$ cat src/rtl/operand_entry_pkg.sv
// Shared definitions for the operand entry front end and the adder/decoder datapath.
package operand_entry_pkg;

    localparam int OE_WIDTH           = 4;
    localparam int OE_DEBOUNCE_CYCLES = 4;

    typedef enum logic [1:0] {
        ST_IDLE  = 2'd0,
        ST_GOT_A = 2'd1,
        ST_DONE  = 2'd2
    } oe_state_t;

endpackage

$ cat src/rtl/operand_entry_button_debouncer.sv
// Button conditioning: 2-flop synchronizer, stability counter, debounced level
// and a single-cycle pulse on each accepted rising level.
module button_debouncer #(
    parameter int DEBOUNCE_CYCLES = 4
) (
    input  logic clk,
    input  logic rst,
    input  logic btn_raw,
    output logic btn_level,
    output logic btn_press
);

    localparam int CW = $clog2(DEBOUNCE_CYCLES + 1);

    logic [1:0]    sync;
    logic          deb;
    logic          deb_q;
    logic [CW-1:0] cnt;

    // Two-flop synchronizer; only sync[1] is used downstream.
    always_ff @(posedge clk) begin
        if (rst) sync <= '0;
        else     sync <= {sync[0], btn_raw};
    end

    // Accept a level change only after DEBOUNCE_CYCLES consecutive differing samples;
    // any sample matching deb restarts the count.
    always_ff @(posedge clk) begin
        if (rst) begin
            deb   <= 1'b0;
            deb_q <= 1'b0;
            cnt   <= '0;
        end else begin
            deb_q <= deb;
            if (sync[1] != deb) begin
                if (cnt == CW'(DEBOUNCE_CYCLES - 1)) begin
                    deb <= sync[1];
                    cnt <= '0;
                end else begin
                    cnt <= cnt + CW'(1);
                end
            end else begin
                cnt <= '0;
            end
        end
    end

    assign btn_level = deb;
    assign btn_press = deb & ~deb_q;

endmodule

$ cat src/rtl/operand_entry.sv
// Operand entry: two load presses capture the switches into A then B; clear
// (which beats a simultaneous load) zeroes both and returns to IDLE.
module operand_entry
    import operand_entry_pkg::*;
#(
    parameter int WIDTH           = OE_WIDTH,
    parameter int DEBOUNCE_CYCLES = OE_DEBOUNCE_CYCLES
) (
    input  logic             clk,
    input  logic             rst,
    input  logic [WIDTH-1:0] sw,
    input  logic             btn_load,
    input  logic             btn_clear,
    output logic [WIDTH-1:0] input1,
    output logic [WIDTH-1:0] input2,
    output logic             operands_valid,
    output logic [1:0]       state
);

    logic [WIDTH-1:0] sw_s1, sw_s2;
    logic             load_press, clear_press;
    logic             load_level, clear_level;
    logic             unused_levels;

    oe_state_t        state_q, state_d;
    logic [WIDTH-1:0] in1_d, in2_d;
    logic             valid_d;

    // Switch synchronizer; the switches are assumed to settle well before a capture.
    always_ff @(posedge clk) begin
        if (rst) begin
            sw_s1 <= '0;
            sw_s2 <= '0;
        end else begin
            sw_s1 <= sw;
            sw_s2 <= sw_s1;
        end
    end

    button_debouncer #(.DEBOUNCE_CYCLES(DEBOUNCE_CYCLES)) u_load (
        .clk       (clk),
        .rst       (rst),
        .btn_raw   (btn_load),
        .btn_level (load_level),
        .btn_press (load_press)
    );

    button_debouncer #(.DEBOUNCE_CYCLES(DEBOUNCE_CYCLES)) u_clear (
        .clk       (clk),
        .rst       (rst),
        .btn_raw   (btn_clear),
        .btn_level (clear_level),
        .btn_press (clear_press)
    );

    // Debounced levels are not needed here; only the press pulses drive the FSM.
    assign unused_levels = load_level ^ clear_level;

    // State and registered outputs.
    always_ff @(posedge clk) begin
        if (rst) begin
            state_q        <= ST_IDLE;
            input1         <= '0;
            input2         <= '0;
            operands_valid <= 1'b0;
        end else begin
            state_q        <= state_d;
            input1         <= in1_d;
            input2         <= in2_d;
            operands_valid <= valid_d;
        end
    end

    // Next state: clear dominates; encoding 3 falls back to IDLE.
    always_comb begin
        state_d = state_q;
        if (clear_press) begin
            state_d = ST_IDLE;
        end else begin
            case (state_q)
                ST_IDLE:  if (load_press) state_d = ST_GOT_A;
                ST_GOT_A: if (load_press) state_d = ST_DONE;
                ST_DONE:  if (load_press) state_d = ST_GOT_A;
                default:  state_d = ST_IDLE;
            endcase
        end
    end

    // Next operand values; a load from IDLE or DONE starts a fresh entry with B zeroed.
    always_comb begin
        in1_d = input1;
        in2_d = input2;
        if (clear_press) begin
            in1_d = '0;
            in2_d = '0;
        end else if (load_press) begin
            case (state_q)
                ST_IDLE, ST_DONE: begin
                    in1_d = sw_s2;
                    in2_d = '0;
                end
                ST_GOT_A: in2_d = sw_s2;
                default: ;
            endcase
        end
        valid_d = (state_d == ST_DONE);
    end

    assign state = state_q;

endmodule

$ cat config.mk
export PLATFORM = sky130hd
export DESIGN_NAME = operand_entry
export DESIGN_NICKNAME = d
export VERILOG_FILES = /design/src/rtl/operand_entry_pkg.sv /design/src/rtl/operand_entry_button_debouncer.sv /design/src/rtl/operand_entry.sv
export SDC_FILE = /design/constraint.sdc
export NUM_CORES = 1
export LEC_CHECK = 0
export BUFFER_PORTS_ARGS = -buffer_cell sky130_fd_sc_hd__buf_2
export CAP_MARGIN = 15
export CORE_ASPECT_RATIO = 1.4
export CORE_UTILIZATION = 45
export DETAILED_ROUTE_END_ITERATION = 7
export GPL_TIMING_DRIVEN = 0
export PLACE_DENSITY = 0.68
export SYNTH_ARGS = -nofsm -noshare
export SYNTH_HDL_FRONTEND = slang
export SYNTH_SLANG_ARGS = --single-unit
$ cat constraint.sdc
create_clock -name clk -period 1.7 [get_ports clk]
set_input_delay 0 -clock clk [delete_from_list [all_inputs] [get_ports clk]]
set_output_delay 0 -clock clk [all_outputs]
set_load 0.02 [all_outputs]
Word level (Yosys, flattened, before mapping)
Cells that the tools add are included.
- flip-flop bits (word level): 33
- word-level logic and storage cells: 44
- add/sub/neg operators: 2
- eq/ne operators: 7
- mux-type cells: 5
- bitwise gates (word level): 6
- reductions and logical operators: 10
- operators by type and width (operator ; count):
    case mux 4 bit (2 select lines) ; 1
    AND reduction 2 bit ; 4
    adder 3 x 1 -> 3 bit, second input constant ; 2
    equality test 3 x 2 -> 1 bit, second input constant ; 2
    2-to-1 mux 2 bit ; 3
    OR reduction 3 bit ; 2
    equality test 2 bit, second input constant ; 2
    inverter 1 bit ; 4
    case mux 2 bit (2 select lines) ; 1
    OR reduction 2 bit ; 2
    bitwise AND 1 bit ; 2
    equality test 2 x 1 -> 1 bit, second input constant ; 1
    zero test 2 bit ; 1
    != test 1 bit ; 2
    nonzero test 2 bit ; 1

Longest topological paths before layout
Gate-level depths: netlist (run 1).
- word-level depth: 6
- gate-level depth with buffers: 4
- gate-level depth less buffers: 4

Cells and area by module
From an unflattened synthesis (run 1), not the netlist that was laid out.
- cells, all modules: 96
- area total of the unflattened synthesis: 1111.1 um2
- by module, submodules not included (module ; instances ; cells each ; area each (um2) ; sequential area each (um2)):
    operand_entry ; 1 ; 56 ; 623.1 ; 380.4
    button_debouncer ; 2 ; 20 ; 244.0 ; 140.1

Worst setup path after synthesis (run 1)
OpenSTA, ideal clock, no wires.
- kind: reg2reg
- start point: register u_load.cnt[0]
- end point: register u_load.cnt[0]
- setup time: 0.063 ns
- arrival time: 1.159 ns
- required time: 1.637 ns
- slack: 0.479 ns
- stages on the path, launching flop included: 5
- cell sequence: dfxtp_1 ha_1 ha_1 or3_4 nor2_2
- word-level cells in the longest chain between the ends: 2
- elaborated cells on any way between the ends: 3
- ends and longest elaborated chain (item ; line ; RTL):
    start, declared ; operand_entry_button_debouncer.sv:18 ; logic [CW-1:0] cnt;
    start signal, assigned ; operand_entry_button_debouncer.sv:40 ; cnt <= cnt + CW'(1);
    branches (longest 2 deep; another with adder 3 x 1 -> 3 bit) ; - ;
Parallel ways; which one is timed is not known.
A chain may end at the register's enable or synchronous reset.

Worst setup path after layout (run 1)
- start point: register u_clear.cnt[0]
- end point: register u_clear.cnt[0]
- word-level cells in the longest chain between the ends: 2
- elaborated cells on any way between the ends: 3
- ends and longest elaborated chain (item ; line):
    start, declared ; operand_entry_button_debouncer.sv:18
    start signal, assigned ; operand_entry_button_debouncer.sv:40
    branches (longest 2 deep; another with adder 3 x 1 -> 3 bit) ; -
Parallel ways; which one is timed is not known.

==> flow_metrics.tcl, run 1 <==
set metrics [dict create \
    critPathTopFamily "simple AND/OR/NAND/NOR gates" \
    seq_area_frac_synth_pct 59.5 \
    cts_buffers 5 \
    hold_end "sw_s1[1]" \
    end_kind "register" \
    tightest_slew_ps 401 \
    hold_start "sw[1]" \
    crit_buf_inv 0 \
    hold_path.class "in -> reg" \
    synth.distinct_cells 20 \
    port-buffer-count 18 \
    cts.htree.levels 2 \
    dpl_cell_area_sq_um 1230 \
    cts_tree "built" \
    grt_overflow 0 \
    nets 156 \
    finalWorstSetupSlack_ps 395 \
    p_per_area_nw_per_um2 954 \
    cpMaxStageDelayCell "or3_1" \
    yosys_register_bits 33 \
    coreArea_sq_um 2250 \
    timing.rr.start "u_clear.cnt[0]" \
    crit_path_start_kind "register" \
    maxCapViolations 0 \
    die_area_sq_um 2670 \
    clockRootBuffer "clkbuf_4" \
    finalPower_w 0.00133 \
    grt_antenna_before_repair 0 \
    clock_path_buffers 2 \
    hpwl_um 1140 \
    fillCellCount 200 \
    critPathKind "reg -> reg" \
    syn_nets 121 \
    drt_wl_total_um 1780 \
    place_ws_ps 413 \
    die_h_um 60.8 \
    ir_drop_uv 638 \
    vias 833 \
    rr_endpoint "u_clear.cnt[0]" \
    worstSkewPairLatency_ps 330 \
    path_cells "ha_1 -> ha_1 -> or3_1 -> nor2_1" \
    min_path_cells 3 \
    violations "design-rule violations" \
    cpPeakStageDelay_ps 420 \
    cpMostUsedCell "ha_1" \
    r2r_setup_slack_ps 400 \
    period_minus_slack_ps 1300 \
    finClkSkew_ps 6.45 \
    synth_cells 109 \
    final_layout_size_suffix_gt1_share_pct 22.8 \
    grt_pass1_wl_um 3030 \
    wire_per_inst_um 10.6 \
    reg2reg_depth 4 \
    vias_per_cell 4.99 \
    drc_errors 3 \
    ys_warn_count 0 \
    grt_max_degree 11 \
    clkSinkCount 33 \
    fin_util_pct 62.1 \
    drv_slew 0 \
    pin_count 19 \
    netlist_area_sq_um 1110 \
    initial_utilization_pct 49.3 \
    rsz0062_at_grt "no" \
    finalCritPeriodShare_pct 76.7 \
    routabilityCongestion 0.804 \
    setup_viol 0 \
    path_clk_slew_ps 100 \
    stdcell_area_sq_um 1400 \
    grt_pass1_vias 783 \
    timing.fmax_mhz 766 \
    initialDrtViolationCount 18 \
    ant_nets 0 \
    outcome "finished with violations" \
    cp.required_ps 1970 \
    worstPathArrival_ps 1570 \
    num_rows 20 \
    num_antenna_cells 0 \
    layout_commonest_cell "dfxtp_1" \
    grt_util_all_layers_pct 16.3 \
    crit_fanout 3 \
    fin_tns_setup_ps 0 \
    total_leakage_power_nw 0.593 \
    synth.avg_cell_area_sq_um 10.2 \
    final_cell_mix "33 x dfxtp_1, 19 x buf_2, 16 x nor2b_1" \
    first_pass_iters 8 \
    relSlewSlack_pct 73.2 \
    hold_viol_final 0 \
    die_w_um 44.0 \
    area_growth_pct 25.9 \
]
[tightest hold or removal path: stages]
cell and delay, ps:
dlygate4sd3_1 520, buf_2 90, nor2b_1 100
[registers in the layout (all words and copies together) (netlist names)]
signal / count
input1: 4
input2: 4
sw_s1: 4
sw_s2: 4
u_clear.cnt: 3
u_load.cnt: 3
state: 2
u_clear.sync: 2
u_load.sync: 2
operands_valid: 1
u_clear.btn_level: 1
u_clear.deb_q: 1
u_load.btn_level: 1
u_load.deb_q: 1
[logic make-up after synthesis]
kind of cell             count (synthesis)  synth area share [%]
AO/OA/AOI/OAI                           19                  8.78
AND/OR/NAND/NOR                         41                  21.1
buffers and inverters                    8                  2.82
XOR/XNOR                                 2                  1.58
flip-flops                              33                  59.5
adder cells (fa/ha/maj)                  4                  4.50
multiplexers                             2                  1.80
[cell usage after synthesis]
library cell	instances	area share [%]
mux2i_1	2	1.8
o21ai_0	8	3.6
ha_1	4	4.5
buf_2	1	0.45
nor2b_1	16	9.0
nor2_1	8	2.7
a21o_1	1	0.68
and4bb_2	1	1.1
or3_1	1	0.56
inv_1	5	1.7
nand2_1	8	2.7
or3_4	1	1.0
nor2_2	3	1.7
nand2b_1	1	0.56
and2_1	1	0.56
a21oi_1	10	4.5
xnor2_1	2	1.6
clkbuf_1	2	0.68
dfxtp_1	33	59
nor3b_2	1	1.1
[stage by stage]
| stage | std cells | hold WS, ps |
|---|---|---|
| after floorplan | 109 | 71.6 |
| after global placement | 149 | 206 |
| after detailed placement | 149 | 214 |
| after CTS | 167 | 397 |
| after global routing | 167 | 416 |
| final | 167 | 416 |
[power by group]
group	internal, W	total [W]	switching, W
sequential	0.000787	0.000792	0.00000509
clock	0.000240	0.000489	0.000250
combinational	0.0000326	0.0000526	0.0000200
total	0.00106	0.00133	0.000275
[repair_timing]
action,in CTS,in global routing
setup buffers,0,0
hold buffers,10,0
hold endpoints to repair,9,0
resized for setup,0,0
[worst max path at each step]
stage | start | end | slack (ps) | depth (start not counted)
2_1_floorplan | u_load.cnt[0] | u_load.cnt[0] | 480 | 4
3_3_place_gp | u_load.cnt[0] | u_load.cnt[1] | 450 | 4
3_5_place_dp | u_load.cnt[0] | u_load.cnt[1] | 410 | 4
4_1_cts | u_clear.cnt[0] | u_clear.cnt[0] | 380 | 4
5_1_grt | u_clear.cnt[0] | u_clear.cnt[0] | 300 | 4
6_report | u_clear.cnt[0] | u_clear.cnt[0] | 400 | 4
[routing by layer]
| layer | wire [um] | track usage [%] | vias to the layer above |
|---|---|---|---|
| met5 | 0 | 0 | - |
| met1 | 729 | 15.3 | 388 |
| met3 | 84 | 8.04 | 6 |
| met2 | 914 | 28.6 | 19 |
| met4 | 49 | 9.09 | 0 |
| li1 | - | - | 420 |
[cell type report]
type | instances | area, sq um | share of cell area (%)
Buffer | 3 | 12.5 | 0.894
Clock buffer | 7 | 65.1 | 4.65
Clock inverter | 1 | 5.00 | 0.358
Inverter | 5 | 18.8 | 1.34
Multi-Input combinational cell | 68 | 419 | 30.0
Sequential cell | 33 | 661 | 47.2
Tap cell | 22 | 27.5 | 1.97
Timing Repair Buffer | 28 | 190 | 13.6
Note: power is estimated with default switching activity, not from simulation.
==> inputs of run 2 (changes only) <==
--- a/config.mk
+++ b/config.mk
@@ -5,13 +5,14 @@
 export SDC_FILE = /design/constraint.sdc
 export NUM_CORES = 1
 export LEC_CHECK = 0
+export ABC_AREA = 1
 export BUFFER_PORTS_ARGS = -buffer_cell sky130_fd_sc_hd__buf_2
 export CAP_MARGIN = 15
 export CORE_ASPECT_RATIO = 1.4
 export CORE_UTILIZATION = 45
 export DETAILED_ROUTE_END_ITERATION = 7
 export GPL_TIMING_DRIVEN = 0
-export PLACE_DENSITY = 0.68
+export PLACE_DENSITY = 0.71
 export SYNTH_ARGS = -nofsm -noshare
 export SYNTH_HDL_FRONTEND = slang
 export SYNTH_SLANG_ARGS = --single-unit
==> constraint.sdc (replaced) <==
create_clock -name clk -period 1.1 [get_ports clk]
set_input_delay 0 -clock clk [delete_from_list [all_inputs] [get_ports clk]]
set_output_delay 0 -clock clk [all_outputs]
set_load 0.02 [all_outputs]
==> flow_metrics.tcl, run 2 <==
set metrics [dict create \
    yosys_register_bits 33 \
    drv_slew 0 \
    drc_errors 0 \
    ir_drop_uv 1700 \
    cts_buffers 5 \
    r2r_setup_slack_ps 20 \
    rsz0062_at_grt "yes" \
    post-synth-top-count-cell "dfxtp_1" \
    synth-edff-count 0 \
    finClkSkew_ps 3.31 \
    initial_utilization_pct 47.7 \
    timing.fmax_mhz 927 \
    period_minus_slack_ps 1080 \
    grt_util_all_layers_pct 17.1 \
    nets 171 \
    finalCritPeriodShare_pct 98.1 \
    first_pass_iters 3 \
    syn_nets 138 \
    hold_start "sw_s1[2]" \
    total_leakage_power_nw 0.642 \
    seq_area_frac_synth_pct 57.9 \
    synth_common_cells "33 x dfxtp_1, 21 x nor2_1, 20 x inv_1" \
    critPathKind "reg -> reg" \
    hold_end "sw_s2[2]" \
    synth_ff_type "dfxtp_1" \
    cts.htree.levels 2 \
    num_antenna_cells 0 \
    place_ws_ps -52.1 \
    path_cells "ha_4 -> ha_4 -> a21oi_2 -> o211ai_1 -> nor2_1" \
    cp.required_ps 1370 \
    clock_path_buffers 2 \
    synth_top_area_share_pct 57.9 \
    initialDrtViolationCount 22 \
    worstPathArrival_ps 1350 \
    cpMostUsedCell "ha_4" \
    p_per_area_nw_per_um2 1590 \
    clkSinkCount 33 \
    area_growth_pct 33.2 \
    ys_top_cells_by_area "dfxtp_1 58%, nor2_1 6.9%, inv_1 6.6%" \
    setup_viol 0 \
    synth.avg_cell_area_sq_um 9.06 \
    maxCapViolations 0 \
    cpMaxStageDelayCell "dfxtp_2" \
    die_w_um 44.6 \
    grt_antenna_before_repair 0 \
    hpwl_um 1240 \
    cp-startpoint "u_load.cnt[0]" \
    grt_overflow 0 \
    final_layout_size_suffix_gt1_share_pct 28.7 \
    cpPeakStageDelay_ps 350 \
    ys_warn_count 0 \
    hold_viol_final 0 \
    cts_tree "built" \
    grt_max_degree 12 \
    relSlewSlack_pct 82.7 \
    outcome "completed" \
    tightest_slew_ps 259 \
    clockRootBuffer "clkbuf_4" \
    vias 886 \
    hold_path.class "reg -> reg" \
    synth.distinct_cells 19 \
    num_rows 21 \
    netlist_area_sq_um 1140 \
    pin_count 19 \
    yosys.area.top_type "dfxtp_1" \
    crit_fanout 3 \
    end_kind "register" \
    drt_wl_total_um 1960 \
    finalWorstSetupSlack_ps 20.7 \
    grt_pass1_vias 857 \
    rr_endpoint "u_load.cnt[2]" \
    worstSkewPairLatency_ps 330 \
    finalPower_w 0.00242 \
    timing.rr.start "u_load.cnt[0]" \
    die_area_sq_um 2740 \
    final_cells 194 \
    ant_nets 0 \
    min_path_cells 2 \
    fin_tns_setup_ps 0 \
    wire_per_inst_um 10.1 \
    coreArea_sq_um 2390 \
    crit_path_start_kind "register" \
    port-buffer-count 17 \
    routabilityCongestion 0.805 \
    vias_per_cell 4.57 \
    grt_pass1_wl_um 3230 \
    synth_cells 126 \
    async_flop_share_pct 0 \
    reg2reg_depth 5 \
    die_h_um 61.6 \
    dp.cells 177 \
    path_clk_slew_ps 100 \
    layout_commonest_cell "dfxtp_1" \
    final_cell_mix "30 x dfxtp_1, 21 x nor2_1, 20 x inv_1" \
]
run 2: changes by cell type in the layout (fill, tap and decap cells not counted), moves of 3 or more:
| cell | change |
|---|---|
| ha_4 | +4 |
| nor2_1 | +13 |
| ha_1 | -4 |
| inv_1 | +15 |
| nor2b_1 | -16 |
| dfxtp_2 | +3 |
| nand3_1 | +10 |
| dfxtp_1 | -3 |
| o21ai_0 | -6 |
run 2: per-layer routing:
metal | routed length, um | global-route usage (%) | vias up | share of wire [%]
li1 | - | - | 458 | -
met1 | 770 | 15.2 | 403 | 39
met2 | 1050 | 30.7 | 20 | 54
met3 | 77 | 6.16 | 5 | 3.9
met5 | 0 | 0 | - | 0
met4 | 63 | 13.4 | 0 | 3.2
run 2: worst max-delay path by stage:
stage | to | slack (ps)
after CTS | u_clear.cnt[1] | 3
after detailed placement | u_load.cnt[1] | -50
final | u_load.cnt[2] | 20
after global routing | u_load.cnt[0] | -60
after global placement | u_load.cnt[0] | 0.9
after floorplan | u_clear.cnt[0] | 50
run 2: critical path: cells and delay by family, from the launching register on:
| kind | cells | cell delay [ps] |
|---|---|---|
| flip-flops | 1 | 350 |
| AO/OA/AOI/OAI | 2 | 230 |
| AND/OR/NAND/NOR | 1 | 120 |
| adder cells (fa/ha/maj) | 2 | 320 |
run 2: per-stage QoR:
step	util (%)	area, sq um	hold WS, ps
CTS	62.8	1500	380
finish	63.6	1520	408
floorplan	-	1140	107
global placement	53.1	1270	199
detailed placement	53.1	1270	208
global route	63.6	1520	418
run 2: cell families after synthesis:
group	count (synthesis)	share of synthesized area [%]
and+or+nand+nor	46	19.6
DFF	33	57.9
AOI/OAI and AO/OA	18	8.88
buffers and inverters	25	9.21
adders and majority gates	4	4.39
run 2: cell type report:
class / instances / area [sq um]
multi-input combinational: 68 / 433
fill: 205 / 871
clock inverter: 3 / 65.1
sequential: 33 / 664
tap: 34 / 42.5
timing repair buffer: 26 / 173
inverter: 22 / 83.8
clock buffer: 5 / 37.5
buffer: 3 / 21.3
run 2: power by group:
part	switching (W)	leakage (nW)	internal, W
Sequential	0.0000111	0.270	0.00122
Combinational	0.0000396	0.317	0.0000441
Clock	0.000400	0.0552	0.000703
run 2: timing repair:
item / in CTS / in global routing
endpoints found under the hold margin: 10 / 0
hold buffers: 8 / 0
pin swaps: 6 / 7
endpoints found under the setup margin: 6 / 10
setup buffers: 0 / 1
resized for setup: 11 / 2
==> inputs of run 3 (changes only) <==
--- a/config.mk
+++ b/config.mk
@@ -9,9 +9,9 @@
 export BUFFER_PORTS_ARGS = -buffer_cell sky130_fd_sc_hd__buf_2
 export CAP_MARGIN = 15
 export CORE_ASPECT_RATIO = 1.4
+export CORE_MARGIN = 2
 export CORE_UTILIZATION = 45
 export DETAILED_ROUTE_END_ITERATION = 7
-export GPL_TIMING_DRIVEN = 0
 export PLACE_DENSITY = 0.71
 export SYNTH_ARGS = -nofsm -noshare
 export SYNTH_HDL_FRONTEND = slang
==> flow_metrics.tcl, run 3 (synthesis results as in run 2) <==
set metrics [dict create \
    num_rows 21 \
    path_clk_slew_ps 90 \
    initialDrtViolationCount 8 \
    reg2reg_depth 5 \
    timing.fmax_mhz 949 \
    drc_errors 0 \
    tightest_slew_ps 271 \
    outcome "completed" \
    clockRootBuffer "clkbuf_4" \
    clkSinkCount 33 \
    wire_per_inst_um 10.2 \
    period_minus_slack_ps 1050 \
    die_area_sq_um 2960 \
    clock_path_buffers 2 \
    finalCritPeriodShare_pct 95.7 \
    vias_per_cell 4.51 \
    place_ws_ps -65.2 \
    setup_viol 0 \
    layout_commonest_cell "dfxtp_1" \
    port-buffer-count 18 \
    grt_overflow 0 \
    final_cell_mix "29 x dfxtp_1, 21 x nor2_1, 20 x inv_1" \
    hold_end "u_load.btn_level" \
    worstPathArrival_ps 1330 \
    cts_buffers 5 \
    hold_viol_final 0 \
    die_h_um 63.6 \
    grt_max_degree 16 \
    cts.htree.levels 2 \
    grt_pass1_vias 858 \
    r2r_setup_slack_ps 50 \
    fin_util_pct 61.5 \
    min_path_cells 4 \
    drt_wl_total_um 1960 \
    finalPower_w 0.00193 \
    first_pass_iters 2 \
    stdcell_area_sq_um 1470 \
    initial_utilization_pct 47.7 \
    routabilityCongestion 0.789 \
    hold_path.class "in -> reg" \
    maxCapViolations 0 \
    rsz0062_at_grt "yes" \
    pin_count 19 \
    ant_nets 0 \
    end_kind "register" \
    cts_tree "built" \
    hold_start "rst" \
    final_layout_size_suffix_gt1_share_pct 29.7 \
    relSlewSlack_pct 81.9 \
    cp-startpoint "u_clear.cnt[1]" \
    cp.required_ps 1370 \
    nets 169 \
    grt_util_all_layers_pct 16.7 \
    coreArea_sq_um 2390 \
    ir_drop_uv 1100 \
    hpwl_um 1270 \
    grt_antenna_before_repair 0 \
    dpl_cell_area_sq_um 1280 \
    finalWorstSetupSlack_ps 46.8 \
    finClkSkew_ps 5.55 \
    p_per_area_nw_per_um2 1320 \
    vias 865 \
    crit_fanout 3 \
    critPathKind "reg -> reg" \
    crit_path_start_kind "register" \
    fillCellCount 215 \
    rr_endpoint "u_clear.cnt[2]" \
    drv_slew 0 \
    die_w_um 46.6 \
    num_antenna_cells 0 \
    total_leakage_power_nw 0.614 \
    grt_pass1_wl_um 3360 \
    area_growth_pct 28.8 \
    worstSkewPairLatency_ps 330 \
    timing.rr.start "u_clear.cnt[1]" \
]
[run 3: routing by layer]
metal / wire (um) / GRT usage, % / up-vias / share of wire [%]
li1: - / - / 456 / -
met1: 743 / 15.2 / 383 / 38
met2: 1060 / 27.8 / 21 / 54
met3: 97 / 7.74 / 5 / 4.9
met4: 60 / 10.7 / 0 / 3.1
met5: 0 / 0 / - / 0
[run 3: stage by stage]
| stage | cells | hold slack, ps | TNS, ps |
|---|---|---|---|
| finish | 192 | 23.0 | 0 |
| global route | 192 | 10.3 | -136 |
| CTS | 192 | 4.34 | -1.30 |
| detailed placement | 177 | 206 | -185 |
| global placement | 177 | 199 | 0 |
| floorplan | 126 | 107 | 0 |
[run 3: worst max-delay path, stage by stage (launching register included)]
cell      delay [ps]
dfxtp_1          340
ha_4             160
ha_4             160
a21oi_2           90
o211ai_1         130
nor2_1           120
[run 3: worst max-delay path by stage]
| stage | endpoint | slack, ps | cells past startpoint |
|---|---|---|---|
| 2_1_floorplan | u_clear.cnt[0] | 50 | 5 |
| 3_3_place_gp | u_load.cnt[0] | 20 | 5 |
| 3_5_place_dp | u_load.cnt[2] | -70 | 5 |
| 4_1_cts | u_load.cnt[2] | -1 | 5 |
| 5_1_grt | u_clear.cnt[2] | -40 | 5 |
| 6_report | u_clear.cnt[2] | 50 | 5 |
[run 3: cell type report]
cell class	instances	area [sq um]	share of cell area (%)
well taps	34	42.5	2.89
flip-flops and latches	33	666	45.3
clock buffers	6	41.3	2.81
clock inverters	2	10.0	0.681
inverters	22	83.8	5.70
multi-input cells	68	442	30.0
repair buffers	27	185	12.6
[run 3: power by group]
| part | internal (W) | leakage, nW | switching [W] |
|---|---|---|---|
| Combinational | 0.0000444 | 0.311 | 0.0000391 |
| Sequential | 0.00122 | 0.270 | 0.0000108 |
| Clock | 0.000243 | 0.0320 | 0.000380 |
[run 3: repair_timing]
item                                    4_1_cts  5_1_grt
cloned                                        0        0
pin swaps                                     6       10
gates resized for setup                      12        5
endpoints found under the setup margin        6       14
setup buffers                                 1        0
hold buffers                                  6        0
endpoints found under the hold margin         6        0
